==> src/rtl/text_buf_writer_pkg.sv <==
// text_pkg: geometry, control codes and encodings shared by the text writer,
// its cursor, and the pixel generator on the video side of the tile RAM.
package text_pkg;

  // Screen geometry in character tiles.
  localparam int unsigned COLS  = 80;
  localparam int unsigned ROWS  = 30;
  localparam int unsigned COL_W = 7;   // 2**COL_W >= COLS
  localparam int unsigned ROW_W = 5;   // 2**ROW_W >= ROWS

  // Fill code used by clear-screen and backspace.
  localparam logic [6:0] BLANK = 7'h20;

  // Control codes interpreted by the writer.
  localparam logic [6:0] ASCII_BS = 7'h08;
  localparam logic [6:0] ASCII_LF = 7'h0A;
  localparam logic [6:0] ASCII_FF = 7'h0C;
  localparam logic [6:0] ASCII_CR = 7'h0D;

  typedef enum logic {
    ST_IDLE,
    ST_CLEAR
  } state_e;

  // Cursor update requests issued to text_cursor.
  typedef enum logic [2:0] {
    CUR_HOLD,
    CUR_INC,   // advance one column, wrapping into the next row
    CUR_DEC,   // back one column, never leaves the row
    CUR_CR,    // column 0, same row
    CUR_LF,    // column 0, next row
    CUR_HOME   // (0,0)
  } cur_cmd_e;

  function automatic logic is_printable(input logic [6:0] c);
    return (c >= 7'h20) && (c <= 7'h7E);
  endfunction

endpackage

==> src/rtl/text_buf_writer_if.sv <==
// text_buf_writer_if: character stream from the source plus the tile RAM
// write port driven by the writer.
//   char_in/char_valid/char_ready : valid/ready character handshake
//   wr_en/wr_addr/wr_data         : tile RAM write port, address {row, col}
// slave  = writer side, master = source / RAM side.
interface text_buf_writer_if
  import text_pkg::*;
#(
  parameter int unsigned AW = ROW_W + COL_W
);
  logic [6:0]    char_in;
  logic          char_valid;
  logic          char_ready;
  logic          wr_en;
  logic [AW-1:0] wr_addr;
  logic [6:0]    wr_data;

  modport master (
    output char_in, char_valid,
    input  char_ready, wr_en, wr_addr, wr_data
  );

  modport slave (
    input  char_in, char_valid,
    output char_ready, wr_en, wr_addr, wr_data
  );
endinterface

==> src/rtl/text_buf_writer_cursor.sv <==
// text_cursor: cursor column/row registers with increment, decrement,
// carriage return, line feed and home. Rows wrap ROWS-1 -> 0 (no scrolling).
//   clk, reset : clock, asynchronous active-high reset
//   cmd        : update request for this cycle
//   cur_x      : cursor column
//   cur_y      : cursor row
module text_cursor
  import text_pkg::*;
#(
  parameter int unsigned COLS  = text_pkg::COLS,
  parameter int unsigned ROWS  = text_pkg::ROWS,
  parameter int unsigned COL_W = text_pkg::COL_W,
  parameter int unsigned ROW_W = text_pkg::ROW_W
) (
  input  logic             clk,
  input  logic             reset,
  input  cur_cmd_e         cmd,
  output logic [COL_W-1:0] cur_x,
  output logic [ROW_W-1:0] cur_y
);

  logic             col_last;
  logic [ROW_W-1:0] row_next;

  // Terminal counts compare against the geometry, not counter overflow.
  assign col_last = (cur_x == COL_W'(COLS - 1));
  assign row_next = (cur_y == ROW_W'(ROWS - 1)) ? '0 : cur_y + 1'b1;

  always_ff @(posedge clk or posedge reset) begin
    if (reset) begin
      cur_x <= '0;
      cur_y <= '0;
    end else begin
      unique case (cmd)
        CUR_INC: begin
          if (col_last) begin
            cur_x <= '0;
            cur_y <= row_next;
          end else begin
            cur_x <= cur_x + 1'b1;
          end
        end
        CUR_DEC: begin
          if (cur_x != '0) cur_x <= cur_x - 1'b1;
        end
        CUR_CR: cur_x <= '0;
        CUR_LF: begin
          cur_x <= '0;
          cur_y <= row_next;
        end
        CUR_HOME: begin
          cur_x <= '0;
          cur_y <= '0;
        end
        default: ;
      endcase
    end
  end

endmodule

==> src/rtl/text_buf_writer.sv <==
// text_buf_writer: writes a stream of 7-bit ASCII characters into the tile
// RAM at the cursor, interprets CR/LF/BS/FF, and runs a full-screen clear.
//   clk, reset : clock, asynchronous active-high reset
//   bus        : character handshake in, tile RAM write port out (registered)
//   clr_req    : single-cycle clear-screen request
//   cur_x/cur_y: cursor column/row
//   busy       : clear sequence in progress
module text_buf_writer
  import text_pkg::*;
#(
  parameter int unsigned COLS  = text_pkg::COLS,
  parameter int unsigned ROWS  = text_pkg::ROWS,
  parameter int unsigned COL_W = text_pkg::COL_W,
  parameter int unsigned ROW_W = text_pkg::ROW_W,
  parameter logic [6:0]  BLANK = text_pkg::BLANK
) (
  input  logic             clk,
  input  logic             reset,
  text_buf_writer_if.slave bus,
  input  logic             clr_req,
  output logic [COL_W-1:0] cur_x,
  output logic [ROW_W-1:0] cur_y,
  output logic             busy
);

  localparam int unsigned AW = ROW_W + COL_W;

  state_e           state, next_state;
  logic [COL_W-1:0] clr_col;
  logic [ROW_W-1:0] clr_row;
  logic             clr_last;

  logic             char_ready;
  logic             accept;

  logic             wr_en_d, wr_en_q;
  logic [AW-1:0]    wr_addr_d, wr_addr_q;
  logic [6:0]       wr_data_d, wr_data_q;
  logic             busy_d;
  logic [COL_W-1:0] col_m1;
  cur_cmd_e         cur_cmd;

  assign char_ready = (state == ST_IDLE) & ~clr_req & ~reset;
  assign accept     = bus.char_valid & char_ready;
  assign clr_last   = (clr_row == ROW_W'(ROWS - 1)) && (clr_col == COL_W'(COLS - 1));
  assign col_m1     = cur_x - 1'b1;

  assign bus.char_ready = char_ready;
  assign bus.wr_en      = wr_en_q;
  assign bus.wr_addr    = wr_addr_q;
  assign bus.wr_data    = wr_data_q;

  text_cursor #(
    .COLS  (COLS),
    .ROWS  (ROWS),
    .COL_W (COL_W),
    .ROW_W (ROW_W)
  ) u_cursor (
    .clk   (clk),
    .reset (reset),
    .cmd   (cur_cmd),
    .cur_x (cur_x),
    .cur_y (cur_y)
  );

  // State, clear counters and registered outputs.
  always_ff @(posedge clk or posedge reset) begin
    if (reset) begin
      state     <= ST_IDLE;
      clr_col   <= '0;
      clr_row   <= '0;
      wr_en_q   <= 1'b0;
      wr_addr_q <= '0;
      wr_data_q <= '0;
      busy      <= 1'b0;
    end else begin
      state   <= next_state;
      wr_en_q <= wr_en_d;
      busy    <= busy_d;
      if (wr_en_d) begin
        wr_addr_q <= wr_addr_d;
        wr_data_q <= wr_data_d;
      end
      // Counters sit at (0,0) outside CLEAR so every sweep starts at the origin.
      if (state == ST_CLEAR && !clr_last) begin
        if (clr_col == COL_W'(COLS - 1)) begin
          clr_col <= '0;
          clr_row <= clr_row + 1'b1;
        end else begin
          clr_col <= clr_col + 1'b1;
        end
      end else begin
        clr_col <= '0;
        clr_row <= '0;
      end
    end
  end

  // Next state. clr_req is only looked at in IDLE, so it cannot restart a sweep.
  always_comb begin
    next_state = state;
    unique case (state)
      ST_IDLE: begin
        if (clr_req || (accept && bus.char_in == ASCII_FF)) next_state = ST_CLEAR;
      end
      ST_CLEAR: begin
        if (clr_last) next_state = ST_IDLE;
      end
      default: next_state = ST_IDLE;
    endcase
  end

  // Write request and cursor command for this cycle.
  always_comb begin
    wr_en_d   = 1'b0;
    wr_addr_d = '0;
    wr_data_d = '0;
    cur_cmd   = CUR_HOLD;
    unique case (state)
      ST_IDLE: begin
        if (accept) begin
          if (is_printable(bus.char_in)) begin
            wr_en_d   = 1'b1;
            wr_addr_d = {cur_y, cur_x};
            wr_data_d = bus.char_in;
            cur_cmd   = CUR_INC;
          end else begin
            case (bus.char_in)
              ASCII_CR: cur_cmd = CUR_CR;
              ASCII_LF: cur_cmd = CUR_LF;
              ASCII_BS: begin
                if (cur_x != '0) begin
                  wr_en_d   = 1'b1;
                  wr_addr_d = {cur_y, col_m1};
                  wr_data_d = BLANK;
                  cur_cmd   = CUR_DEC;
                end
              end
              default: ;
            endcase
          end
        end
      end
      ST_CLEAR: begin
        wr_en_d   = 1'b1;
        wr_addr_d = {clr_row, clr_col};
        wr_data_d = BLANK;
        if (clr_last) cur_cmd = CUR_HOME;
      end
      default: ;
    endcase
  end

  // Registered busy spans the sweep including the cycle carrying the last
  // write, so it falls together with the final wr_en pulse.
  always_comb begin
    busy_d = (state == ST_CLEAR) || (next_state == ST_CLEAR);
  end

endmodule

==> src/flat_wrapper.sv <==
// flat-port wrapper written by rule: the top's interface ports become plain ports
module text_buf_writer_flat import text_pkg::*;
#(
  parameter int unsigned COLS  = text_pkg::COLS,
  parameter int unsigned ROWS  = text_pkg::ROWS,
  parameter int unsigned COL_W = text_pkg::COL_W,
  parameter int unsigned ROW_W = text_pkg::ROW_W,
  parameter logic [6:0]  BLANK = text_pkg::BLANK
)
  (clk, reset, clr_req, cur_x, cur_y, busy, bus_char_in, bus_char_valid, bus_char_ready, bus_wr_en, bus_wr_addr, bus_wr_data);
  text_buf_writer_if bus_i ();
  input  logic clk;
  input  logic reset;
  input  logic clr_req;
  output logic [COL_W-1:0] cur_x;
  output logic [ROW_W-1:0] cur_y;
  output logic busy;
  input wire logic [$bits(bus_i.char_in)-1:0] bus_char_in;
  input wire logic [$bits(bus_i.char_valid)-1:0] bus_char_valid;
  output wire logic [$bits(bus_i.char_ready)-1:0] bus_char_ready;
  output wire logic [$bits(bus_i.wr_en)-1:0] bus_wr_en;
  output wire logic [$bits(bus_i.wr_addr)-1:0] bus_wr_addr;
  output wire logic [$bits(bus_i.wr_data)-1:0] bus_wr_data;
  assign bus_i.char_in = bus_char_in;
  assign bus_i.char_valid = bus_char_valid;
  assign bus_char_ready = bus_i.char_ready;
  assign bus_wr_en = bus_i.wr_en;
  assign bus_wr_addr = bus_i.wr_addr;
  assign bus_wr_data = bus_i.wr_data;
  text_buf_writer #(.COLS(COLS), .ROWS(ROWS), .COL_W(COL_W), .ROW_W(ROW_W), .BLANK(BLANK)) u_core (.clk(clk), .reset(reset), .bus(bus_i), .clr_req(clr_req), .cur_x(cur_x), .cur_y(cur_y), .busy(busy));
endmodule
==> config.mk <==
export PLATFORM = sky130hd
export DESIGN_NAME = text_buf_writer_flat
export DESIGN_NICKNAME = d
export VERILOG_FILES = /design/src/rtl/text_buf_writer_pkg.sv /design/src/rtl/text_buf_writer_if.sv /design/src/rtl/text_buf_writer_cursor.sv /design/src/rtl/text_buf_writer.sv /design/src/flat_wrapper.sv
export SDC_FILE = /design/constraint.sdc
export NUM_CORES = 1
export LEC_CHECK = 0
export CORE_MARGIN = 2
export CORE_UTILIZATION = 25
export CTS_BUF_LIST = sky130_fd_sc_hd__clkbuf_4 sky130_fd_sc_hd__clkbuf_8 sky130_fd_sc_hd__clkbuf_16
export DETAILED_ROUTE_END_ITERATION = 7
export GPL_TIMING_DRIVEN = 1
export PLACE_DENSITY = 0.45
export SETUP_SLACK_MARGIN = 0.3
export SYNTH_ARGS = -nofsm -noshare
export SYNTH_HDL_FRONTEND = slang
export SYNTH_SLANG_ARGS = --single-unit
export TNS_END_PERCENT = 1
==> constraint.sdc <==
create_clock -name clk -period 5.46 [get_ports clk]
set_input_delay 0.546 -clock clk [delete_from_list [all_inputs] [get_ports clk]]
set_output_delay 0.546 -clock clk [all_outputs]
set_load 0.02 [all_outputs]
Word-level counts from Yosys, hierarchy flattened
Cells that the tools add are included.
{"block": "word_totals", "regBits": 46, "latch_bits": 0, "mem_bits_rw": 0, "romBits": 0, "inputBits": 11, "output_inout_bits": 34, "elab_cells": 85, "memories": 0}
{"block": "classes", "addsub": 5, "n_mul": 0, "n_div": 0, "n_lt_le_gt_ge": 2, "n_eq_ne": 16, "n_shift": 0, "n_mux": 34, "bitwise_logic": 6, "reduce_logical": 13}
{"operator": "7-bit two-way mux", "n": 7}
{"operator": "12-bit two-way mux", "n": 4}
{"operator": "7-bit by 4-bit == test with 1-bit output, second input constant", "n": 4}
{"operator": "12-bit case mux with 2 select lines", "n": 1}
{"operator": "7-bit case mux with 3 select lines", "n": 1}
{"operator": "5-bit two-way mux", "n": 4}
{"operator": "5-bit case mux with 3 select lines", "n": 1}
{"operator": "7-bit by 1-bit adder with 7-bit output, second input constant", "n": 2}
{"operator": "7-bit == test, second input constant", "n": 2}
{"operator": "7-bit case mux with 2 select lines", "n": 1}
{"operator": "5-bit by 1-bit adder with 5-bit output, second input constant", "n": 2}
{"operator": "5-bit == test, second input constant", "n": 2}
{"operator": "3-bit two-way mux", "n": 3}
{"operator": "3-bit case mux with 3 select lines", "n": 1}
{"operator": "7-bit by 6-bit greater-or-equal comparator with 1-bit output, second input constant", "n": 1}
{"operator": "7-bit less-or-equal comparator, second input constant", "n": 1}
{"operator": "7-bit nonzero test", "n": 1}
{"operator": "7-bit by 1-bit subtractor with 7-bit output, second input constant", "n": 1}
{"operator": "3-bit by 2-bit == test with 1-bit output, second input constant", "n": 2}
{"operator": "3-bit == test, second input constant", "n": 2}
{"operator": "1-bit two-way mux", "n": 6}
{"operator": "6-bit two-way mux", "n": 1}
{"operator": "3-bit case mux with 2 select lines", "n": 1}
{"operator": "3-bit nonzero test", "n": 2}
{"operator": "other kinds (12)", "n": 23}

Longest topological paths before layout
Gate-level depths: netlist of the first run.
{"block": "depth", "depth_word": 10, "mapped_depth": 10, "depth_no_buf": 8}

Hierarchy
A second synthesis of the first run with hierarchy kept.
{"block": "hier_totals", "cells_unflattened": 284, "area_unflattened_um2": 2760.1}
{"mod": "text_buf_writer", "n_inst": 1, "cells_per_inst": 177, "area_each_um2": 1770.4, "seq_area_each_um2": 850.8}
{"mod": "text_cursor", "n_inst": 1, "cells_per_inst": 107, "area_each_um2": 989.7, "seq_area_each_um2": 300.3}

Least setup slack after synthesis of the first run
OpenSTA, ideal clock, no wires.
{"block": "synth_path", "path_kind": "flip-flop to flip-flop", "startpoint": "reg u_core.u_cursor.cur_x[0]", "endpoint": "reg u_core.u_cursor.cur_x[5]", "setup_ns": 0.145, "arrival_ns": 2.175, "required_ns": 5.315, "setup_slack_ns": 3.140, "stages_incl_launch_ff": 11, "n_path_buf": 2, "period_less_slack_ns": 2.320, "cell_sequence": "dfrtp_1 > inv_1 > ha_1 > or3b_1 > buf_2 > o211ai_1 > a211oi_1 > a211o_1 > buf_6 > a21oi_2 > a41oi_2"}
{"block": "synth_between", "elab_chain_cells": 10, "elab_cells_between_ends": 21, "cone_classes": "2 x add/sub; 7 x eq/ne; 8 x mux; 4 x reduce/logical"}
{"element": "start: declaration", "line": "text_buf_writer_cursor.sv:18", "text": "output logic [COL_W-1:0] cur_x,"}
{"element": "start signal: assignment", "line": "text_buf_writer_cursor.sv:40", "text": "cur_x <= cur_x + 1'b1;"}
{"element": "start signal: assignment", "line": "text_buf_writer_cursor.sv:44", "text": "if (cur_x != '0) cur_x <= cur_x - 1'b1;"}
{"element": "7-bit nonzero test", "line": "text_buf_writer_cursor.sv:44, text_buf_writer.sv:132"}
{"element": "2-bit two-way mux", "line": "text_buf_writer.sv:132", "text": "if (cur_x != '0) begin"}
{"element": "3-bit case mux with 3 select lines", "line": "text_buf_writer.sv:128", "text": "case (bus.char_in)"}
{"element": "3-bit two-way mux", "line": "text_buf_writer.sv:122", "text": "if (is_printable(bus.char_in)) begin"}
{"element": "3-bit two-way mux", "line": "text_buf_writer.sv:121", "text": "if (accept) begin"}
{"element": "3-bit case mux with 2 select lines", "line": "text_buf_writer.sv:119", "text": "unique case (state)"}
{"element": "3-bit == test or 3-bit by 2-bit == test with 1-bit output (tied branches)", "line": "text_buf_writer_cursor.sv:34", "text": "unique case (cmd)"}
{"element": "3-bit OR reduction (no line)"}
{"element": "3-bit nonzero test (no line)"}
{"element": "2-bit AND reduction (no line)"}
Several ways; a longest one is shown, not always the timed one. The select of a mux whose other input is x is not followed.
A chain may end at the register's enable or synchronous reset.

Worst setup path in the final report of the first run
{"block": "layout_path", "startpoint": "in bus_char_in[6]", "endpoint": "reg u_core.wr_data_q[2] (netlist: u_core.bus.wr_data[2])"}
{"block": "layout_between", "elab_chain_cells": 5, "elab_cells_between_ends": 12, "cone_classes": "2 x order compare; 1 x eq/ne; 8 x mux; 1 x reduce/logical"}
{"element": "start: declaration", "line": "flat_wrapper.sv:18", "text": "input wire logic [$bits(bus_i.char_in)-1:0] bus_char_in;"}
{"element": "7-bit by 6-bit greater-or-equal comparator with 1-bit output (tied with other cells)", "line": "text_buf_writer_pkg.sv:36", "text": "return (c >= 7'h20) && (c <= 7'h7E);"}
{"element": "1-bit logical AND (tied with other cells)", "line": "text_buf_writer_pkg.sv:36"}
{"element": "7-bit two-way mux or 1-bit two-way mux (tied branches)", "line": "text_buf_writer.sv:122"}
{"element": "7-bit two-way mux or 1-bit two-way mux (tied branches)", "line": "text_buf_writer.sv:121"}
{"element": "7-bit case mux with 2 select lines or 1-bit case mux with 2 select lines (tied branches)", "line": "text_buf_writer.sv:119"}
{"element": "end signal: assignment", "line": "text_buf_writer.sv:82", "text": "wr_data_q <= wr_data_d;"}
{"element": "end: declaration", "line": "text_buf_writer.sv:38", "text": "logic [6:0] wr_data_d, wr_data_q;"}
Several ways; a longest one is shown, not always the timed one.

==> tab_implementation.tex, run 1 <==
\begin{tabular}{lr}
\hline
Metric & Value \\
\hline
\multicolumn{2}{l}{\textbf{Synthesis}} \\
Synth top area share & 0.421 \\
Mapped cell area & roughly 2700 um\^{}2 \\
Warning count from the yosys run & 0 \\
Main synth FF type & sky130\_fd\_sc\_hd\_\_dfrtp\_1 \\
Number of synthesized flops with an enable pin & 0 \\
Fraction of the mapped netlist area in compound gates & 0.197 \\
Proportion of synthesized flip-flops having asynchronous set or reset & 1.00 \\
Syn\_area\_per\_cell & $\sim$9.5 um\^{}2 \\
Share of the synthesized netlist area taken by xor and xnor gates & 0.0353 \\
Distinct cell type count after synthesis & slightly above 60 \\
Fraction of synthesized area in multiplexers & 0.0201 \\
Portion of the post-synthesis area used by sequential elements & 0.421 \\
Most area-hungry cell type in the Yosys netlist & sky130\_fd\_sc\_hd\_\_dfrtp\_1 \\
Cells after synthesis & 289 \\
Post-Syn Nets & approximately 300 \\
Post-Synth Simple-Gate Area & 0.248 \\
Combinational family with the most area after synthesis & simple AND/OR/NAND/NOR gates \\
Largest cells by area after synthesis & sky130\_fd\_sc\_hd\_\_dfrtp\_1, sky130\_fd\_sc\_hd\_\_nand2\_1, sky130\_fd\_sc\_hd\_\_nand3\_1 \\
Adder-Cell Fraction of Synth Area & 0.0321 \\
Total of flip-flops plus latches after synthesis & 46 \\
\multicolumn{2}{l}{\textbf{CTS}} \\
CTS Buf Count & 5 \\
Master cell of the clock root buffer & sky130\_fd\_sc\_hd\_\_clkbuf\_8 \\
H-Tree Depth & 2 \\
Buffers from clock root to sink, at most & 2 \\
Hold-fix buffers at CTS & 0 \\
Count of buffers added by post-CTS timing repair for setup & 0 \\
Count of cells resized by post-cts repair & 0 \\
TritonCTS clock tree & built \\
Worst-path clk slew & roughly 0.11 ns \\
TritonCTS Sinks & between 40 and 50 \\
Insertion delay of the later-clocked pin in the worst-skew pair & roughly 0.32 ns \\
\multicolumn{2}{l}{\textbf{Power}} \\
Leakage power total & 1.35 nW \\
Sequential group share of total power & 0.478 \\
Fraction of power spent switching nets & 0.354 \\
Switching power & around 0.35 mW \\
VDD IR-drop max & a little under 0.00009 V \\
Relative contribution of the clock network to total power & 0.232 \\
Share of power burned in combinational logic & 0.290 \\
Ratio of total power to cell area & 292 nW/um\^{}2 \\
Internal power consumption & about 0.63 mW \\
\multicolumn{2}{l}{\textbf{Die}} \\
Starting Density & 0.254 \\
Core Footprint & 10,700 um\^{}2 \\
I/O pin count & 45 \\
Die span in x & roughly 110 um \\
Total die area & 11,800 um\^{}2 \\
Row count & 38 \\
Vertical extent of the die & around 110 um \\
\multicolumn{2}{l}{\textbf{Outcome}} \\
Run status & finished clean \\
\multicolumn{2}{l}{\textbf{Global routing}} \\
Global route total overflow & 0 \\
Global router's overall resource usage & 0.133 \\
Largest net degree at the start of global routing & 47 \\
Number of antenna violations at the first check in global routing & 0 \\
Vias in the first global route & about 2,300 \\
Global-route wire length before repair & between 10,000 and 15,000 um \\
\multicolumn{2}{l}{\textbf{Finish}} \\
Reg area & about 1200 um\^{}2 \\
Number of fillers in the final layout & 1,158 \\
Finished Core Util & 0.313 \\
Commonest cells after routing, fill and taps aside & sky130\_fd\_sc\_hd\_\_dfrtp\_1, sky130\_fd\_sc\_hd\_\_clkdlybuf4s50\_1, sky130\_fd\_sc\_hd\_\_nand2\_1, sky130\_fd\_sc\_hd\_\_nand3\_1, sky130\_fd\_sc\_hd\_\_nor2\_1 \\
Layout overhead on the synthesized area & 23.1\% \\
Non-Filler Instances & 467 \\
Nets@finish & about 340 \\
Final antenna diode count & 0 \\
Commonest non-fill, non-tap cell in the layout & sky130\_fd\_sc\_hd\_\_dfrtp\_1 \\
Fraction of layout cells with a size suffix above 1 & 0.0856 \\
Combined area of the multi-input logic cells & 1450 um\^{}2 \\
\multicolumn{2}{l}{\textbf{Worst setup path}} \\
Kind of critical path & input port to register \\
Worst endpoint data arrival time & between 2 and 3 ns \\
Cell chain of the critical path & clkdlybuf4s50\_1 > nor4\_2 > o2111ai\_2 > a21oi\_2 > nor2\_4 > a22o\_1 \\
Crit-path slowest cell & sky130\_fd\_sc\_hd\_\_a21oi\_2 \\
Kind of start point of the critical path & input port \\
Largest incremental delay on the critical path & approximately 0.57 ns \\
Critical path data required time & between 5 and 6 ns \\
CP endpoint kind & register \\
Maximum fanout encountered on the critical timing path & 10 \\
\multicolumn{2}{l}{\textbf{Place}} \\
DPL Wire Length & $\sim$5400 um \\
Cell total after placement & roughly 460 \\
Placer Congestion & 0.806 \\
Port Buf Inserts & 44 \\
\multicolumn{2}{l}{\textbf{Route}} \\
Routed wire length per instance & approximately 16 um \\
Remaining antenna violation count & 0 \\
M1 wire length & 3520 um \\
Drt first-iter violations & approximately 110 \\
Highest routing layer actually used & met4 \\
Met3 layer wire length in the routed design & between 300 and 400 um \\
Routed vias & around 2,300 \\
First-pass detailed-route iteration total & 4 \\
Residual DRC & 0 \\
Total met2 wirelength after detailed routing & 3460 um \\
Via density per instance & between 4 and 5 \\
Wirelength, routed & 7490 um \\
\multicolumn{2}{l}{\textbf{STA}} \\
Normalized max-slew margin & 0.308 \\
Max-slew violation total from the final report & 0 \\
Final total negative setup slack & 0 ns \\
Achievable Freq & $\sim$370 MHz \\
Unrepaired setup endpoints after global routing & no \\
Number of setup violations in the final report & 0 \\
Pin slew with the least headroom to its limit & 1.04 ns \\
Final cycle utilization of the critical path & 0.493 \\
Worst hold-check slack & around 0.48 ns \\
Crit path time final & roughly 2.7 ns \\
Worst setup skew after layout & $\sim$0.016 ns \\
Number of hold violations in the final report & 0 \\
\multicolumn{2}{l}{\textbf{Min path}} \\
Path class of the lowest-slack min-delay path & register to register \\
\multicolumn{2}{l}{\textbf{Run}} \\
Max-cap violations & 0 \\
\hline
\end{tabular}
## kinds of logic after synthesis
group | after synthesis
AO/OA/AOI/OAI | 68
XOR/XNOR | 11
adder cells (fa/ha/maj) | 7
buffers and inverters | 26
flip-flops | 46
multiplexers | 5
AND/OR/NAND/NOR | 126
## area by class of cell
| cell class | count | area share |
|---|---|---|
| inverter | 11 | 0.0123 |
| multi-input combinational | 217 | 0.432 |
| tap | 140 | 0.0521 |
| clock inverter | 3 | 0.00744 |
| sequential | 46 | 0.342 |
| timing repair buffer | 45 | 0.133 |
| clock buffer | 5 | 0.0205 |
## cells in the mapped netlist, types with 2 or more instances
cell type and count:
sky130_fd_sc_hd__xor2_1 5, sky130_fd_sc_hd__nand2b_1 6, sky130_fd_sc_hd__a21oi_2 3, sky130_fd_sc_hd__or3_1 5
sky130_fd_sc_hd__a22oi_1 5, sky130_fd_sc_hd__or3b_1 3, sky130_fd_sc_hd__o21ai_0 9, sky130_fd_sc_hd__mux2i_1 4
sky130_fd_sc_hd__a32o_1 2, sky130_fd_sc_hd__and3_1 7, sky130_fd_sc_hd__nor2_1 19, sky130_fd_sc_hd__dfrtp_1 46
sky130_fd_sc_hd__nor3_1 6, sky130_fd_sc_hd__ha_1 7, sky130_fd_sc_hd__o31ai_1 7, sky130_fd_sc_hd__buf_6 3
sky130_fd_sc_hd__nand3_1 19, sky130_fd_sc_hd__nor2b_1 2, sky130_fd_sc_hd__inv_1 11, sky130_fd_sc_hd__o211ai_1 5
sky130_fd_sc_hd__buf_2 6, sky130_fd_sc_hd__a21oi_1 4, sky130_fd_sc_hd__xnor2_1 6, sky130_fd_sc_hd__a22o_1 4
sky130_fd_sc_hd__and2_1 3, sky130_fd_sc_hd__nand2_1 39, sky130_fd_sc_hd__or4_1 2, sky130_fd_sc_hd__nand4_1 3
sky130_fd_sc_hd__or2_1 2, sky130_fd_sc_hd__o221ai_1 4, sky130_fd_sc_hd__o2bb2ai_1 2, sky130_fd_sc_hd__clkbuf_1 6
sky130_fd_sc_hd__o21ai_1 6
## worst paths after layout
| kind | from | slack, ns | cells after the start | to |
|---|---|---|---|---|
| hold / removal | u_core.bus.wr_addr[8] | 0.48 | 2 | u_core.bus.wr_addr[8] |
| min in group asynchronous | reset | 0.91 | 2 | u_core.bus.wr_data[2] |
| hold reg to reg | u_core.bus.wr_addr[8] | 0.48 | 2 | u_core.bus.wr_addr[8] |
| setup reg to reg | u_core.u_cursor.cur_x[0] | 2.91 | 8 | u_core.bus.wr_addr[2] |
| max in group asynchronous | reset | 3.90 | 2 | u_core.u_cursor.cur_x[0] |
| setup / recovery | bus_char_in[6] | 2.77 | 6 | u_core.bus.wr_data[2] |
## through the flow
step	power, mW	setup WS (ns)	instance area [um^2]
finish	0.982	2.77	3360
global route	1.06	2.57	3360
CTS	0.999	2.72	3360
detailed placement	0.765	2.38	3270
global placement	0.765	2.45	3270
floorplan	0.639	3.14	2730
## state kept, by name, summed over array words and instances (netlist names)
name / count
u_core.bus.wr_addr: 12
u_core.bus.wr_data: 7
u_core.clr_col: 7
u_core.u_cursor.cur_x: 7
u_core.clr_row: 5
u_core.u_cursor.cur_y: 5
u_core.bus.wr_en: 1
u_core.busy: 1
u_core.state: 1
## per-layer routing
| layer | vias up | track usage |
|---|---|---|
| met5 | - | 0 |
| met4 | 0 | 0.0385 |
| met3 | 9 | 0.0223 |
| met2 | 55 | 0.213 |
| met1 | 1105 | 0.185 |
| li1 | 1124 | - |
## critical path: cells and delay by family
kind	cells	cell delay [ns]
buffers and inverters	1	0.55
AND/OR/NAND/NOR	2	0.68
AO/OA/AOI/OAI	3	1.13
## power by group through the flow
| stage | combinational [mW] | clock, mW | sequential, mW |
|---|---|---|---|
| floorplan | 0.140 | 0 | 0.499 |
| global placement | 0.289 | 0 | 0.476 |
| detailed placement | 0.287 | 0 | 0.478 |
| CTS | 0.290 | 0.237 | 0.472 |
| global route | 0.324 | 0.251 | 0.482 |
| finish | 0.285 | 0.227 | 0.470 |
No activity file was read; power rests on OpenSTA's default activity.
==> run 2, diff against run 1 <==
--- a/config.mk
+++ b/config.mk
@@ -10,7 +10,7 @@
 export CTS_BUF_LIST = sky130_fd_sc_hd__clkbuf_4 sky130_fd_sc_hd__clkbuf_8 sky130_fd_sc_hd__clkbuf_16
 export DETAILED_ROUTE_END_ITERATION = 7
 export GPL_TIMING_DRIVEN = 1
-export PLACE_DENSITY = 0.45
+export PLACE_DENSITY = 0.46
 export SETUP_SLACK_MARGIN = 0.3
 export SYNTH_ARGS = -nofsm -noshare
 export SYNTH_HDL_FRONTEND = slang
==> constraint.sdc (replaced) <==
create_clock -name clk -period 2.4 [get_ports clk]
set_input_delay 0.24 -clock clk [delete_from_list [all_inputs] [get_ports clk]]
set_output_delay 0.24 -clock clk [all_outputs]
set_load 0.02 [all_outputs]
==> tab_implementation.tex, run 2 (synthesized netlist as in run 1, its figures left out) <==
\begin{tabular}{lr}
\hline
Metric & Value \\
\hline
\multicolumn{2}{l}{\textbf{Power}} \\
Fraction of power spent switching nets & 0.344 \\
Relative contribution of the clock network to total power & 0.215 \\
Switching power & 0.786 mW \\
Share of power burned in combinational logic & 0.325 \\
Leakage power total & 1.66 nW \\
VDD IR-drop max & 0.000284 V \\
Ratio of total power to cell area & about 600 nW/um\^{}2 \\
Sequential group share of total power & 0.460 \\
Internal power consumption & $\sim$1.5 mW \\
Total Power Consumption & roughly 2.3 mW \\
\multicolumn{2}{l}{\textbf{Place}} \\
Cell total after placement & roughly 500 \\
DPL Wire Length & 5900 um \\
Port Buf Inserts & between 40 and 50 \\
Placer Congestion & about 0.83 \\
\multicolumn{2}{l}{\textbf{Finish}} \\
Fraction of layout cells with a size suffix above 1 & 0.261 \\
Commonest cells after routing, fill and taps aside & sky130\_fd\_sc\_hd\_\_buf\_4, sky130\_fd\_sc\_hd\_\_clkdlybuf4s50\_1, sky130\_fd\_sc\_hd\_\_dfrtp\_1, sky130\_fd\_sc\_hd\_\_nand2\_1 \\
Finished Core Util & 0.362 \\
Non-Filler Instances & 520 \\
Layout overhead on the synthesized area & 42.2\% \\
Commonest non-fill, non-tap cell in the layout & sky130\_fd\_sc\_hd\_\_buf\_4 \\
Max FFs per register & 12 \\
Nets@finish & approximately 400 \\
Final antenna diode count & 0 \\
\multicolumn{2}{l}{\textbf{Die}} \\
Core Footprint & between 10,000 and 15,000 um\^{}2 \\
Total die area & about 12,000 um\^{}2 \\
Vertical extent of the die & 109 um \\
Die span in x & around 110 um \\
I/O pin count & 45 \\
Starting Density & 0.254 \\
Row count & 38 \\
\multicolumn{2}{l}{\textbf{Global routing}} \\
Vias in the first global route & approximately 2,500 \\
Global-route wire length before repair & 13,000 um \\
Met2 global-route usage & 0.226 \\
Met1 Use GR & 0.200 \\
Layer with the highest usage & met2 \\
Global router's overall resource usage & 0.142 \\
Global route total overflow & 0 \\
M3 GR Usage & 0.0205 \\
Largest net degree at the start of global routing & 18 \\
Number of antenna violations at the first check in global routing & 0 \\
\multicolumn{2}{l}{\textbf{STA}} \\
Max-slew violation total from the final report & 0 \\
Crit path time final & 2.13 ns \\
Achievable Freq & 469 MHz \\
Worst setup skew after layout & approximately 0.0042 ns \\
Number of hold violations in the final report & 0 \\
Number of setup violations in the final report & 0 \\
Pin slew with the least headroom to its limit & between 0.4 and 0.5 ns \\
Final cycle utilization of the critical path & 0.888 \\
Unrepaired setup endpoints after global routing & yes \\
Normalized max-slew margin & 0.686 \\
\multicolumn{2}{l}{\textbf{CTS}} \\
TritonCTS clock tree & built \\
H-Tree Depth & 2 \\
Insertion delay of the later-clocked pin in the worst-skew pair & 0.30 ns \\
Worst-path clk slew & 0.09 ns \\
CTS Buf Count & 5 \\
Buffers from clock root to sink, at most & 2 \\
TritonCTS Sinks & 46 \\
Master cell of the clock root buffer & sky130\_fd\_sc\_hd\_\_clkbuf\_8 \\
\multicolumn{2}{l}{\textbf{Outcome}} \\
Run status & finished clean \\
\multicolumn{2}{l}{\textbf{Worst setup path}} \\
Worst endpoint data arrival time & approximately 2.3 ns \\
Critical register-to-register path startpoint & u\_core.u\_cursor.cur\_x[0] \\
Endpoint of the most critical setup path & u\_core.u\_cursor.cur\_x[2] \\
Kind of start point of the critical path & register \\
Worst Reg2Reg Path Length in Cells & 9 \\
Register-to-register path setup slack & 0.27 ns \\
Kind of critical path & register to register \\
R2r endpoint & u\_core.u\_cursor.cur\_x[2] \\
Maximum fanout encountered on the critical timing path & 11 \\
Beginning of the critical path & u\_core.u\_cursor.cur\_x[0] \\
Critical path data required time & 2.58 ns \\
CP endpoint kind & register \\
\multicolumn{2}{l}{\textbf{Route}} \\
Wirelength, routed & approximately 8000 um \\
Via density per instance & 4.70 \\
Drt first-iter violations & 145 \\
Routed vias & $\sim$2,400 \\
Residual DRC & 0 \\
Routed wire length per instance & around 15 um \\
First-pass detailed-route iteration total & 4 \\
Remaining antenna violation count & 0 \\
\multicolumn{2}{l}{\textbf{Run}} \\
Max-cap violations & 0 \\
\multicolumn{2}{l}{\textbf{Min path}} \\
Path class of the lowest-slack min-delay path & input port to async pin \\
\hline
\end{tabular}
-- run 2: worst min path at each step --
stage	startpoint	end	slack, ns	cells after the start
finish	reset	u_core.bus.wr_data[4]	0.34	2
global route	reset	u_core.bus.wr_data[4]	0.38	2
CTS	reset	u_core.bus.wr_data[4]	0.36	2
detailed placement	u_core.bus.wr_addr[8]	u_core.bus.wr_addr[8]	0.47	2
global placement	u_core.bus.wr_addr[8]	u_core.bus.wr_addr[8]	0.47	2
floorplan	clr_req	u_core.busy	0.36	2
-- run 2: power groups by stage --
stage	sequential [mW]	clock (mW)	combinational (mW)
3_5_place_dp	1.07	0	0.730
4_1_cts	1.05	0.517	0.746
6_report	1.05	0.491	0.743
3_3_place_gp	1.06	0	0.733
2_1_floorplan	1.14	0	0.325
5_1_grt	1.07	0.548	0.834
-- run 2: what timing repair did --
item                                    in CTS  in global routing
endpoints found under the setup margin      19                 30
hold buffers                                 0                  0
buffers inserted                             3                  6
pin swaps                                    4                 10
resized for setup                            8                 16
-- run 2: through the flow --
| step | TNS (ns) | hold WS (ns) | cell area, um^2 | worst slack (ns) |
|---|---|---|---|---|
| 6_report | 0 | 0.344 | 3880 | 0.268 |
| 5_1_grt | 0 | 0.382 | 3880 | 0.189 |
| 4_1_cts | 0 | 0.364 | 3770 | 0.262 |
| 3_5_place_dp | -0.0542 | 0.468 | 3630 | -0.0209 |
| 3_3_place_gp | 0 | 0.465 | 3630 | 0.000508 |
| 2_1_floorplan | 0 | 0.356 | 2750 | 0.232 |
-- run 2: critical path, stage by stage (launching register included) --
cell and delay, ns:
sky130_fd_sc_hd__dfrtp_2 0.44, sky130_fd_sc_hd__inv_2 0.08, sky130_fd_sc_hd__ha_4 0.14, sky130_fd_sc_hd__or3b_4 0.44, sky130_fd_sc_hd__o211ai_1 0.18, sky130_fd_sc_hd__a211oi_1 0.10
sky130_fd_sc_hd__a211o_1 0.28, sky130_fd_sc_hd__buf_12 0.16, sky130_fd_sc_hd__a21oi_2 0.15, sky130_fd_sc_hd__a41oi_2 0.04
-- run 2: layout make-up --
cell class / instances / area (um^2)
clock buffers: 5 / 68.8
clock inverters: 3 / 18.8
fillers: 1116 / 6860
inverters: 11 / 41.3
multi-input cells: 217 / 1550
flip-flops and latches: 46 / 1160
well taps: 140 / 175
repair buffers: 98 / 878
-- run 2: routing by layer --
layer,wire (um),part of all wire
met1,3870,0.49
met2,3630,0.46
met3,262,0.033
met4,106,0.013
met5,0,0
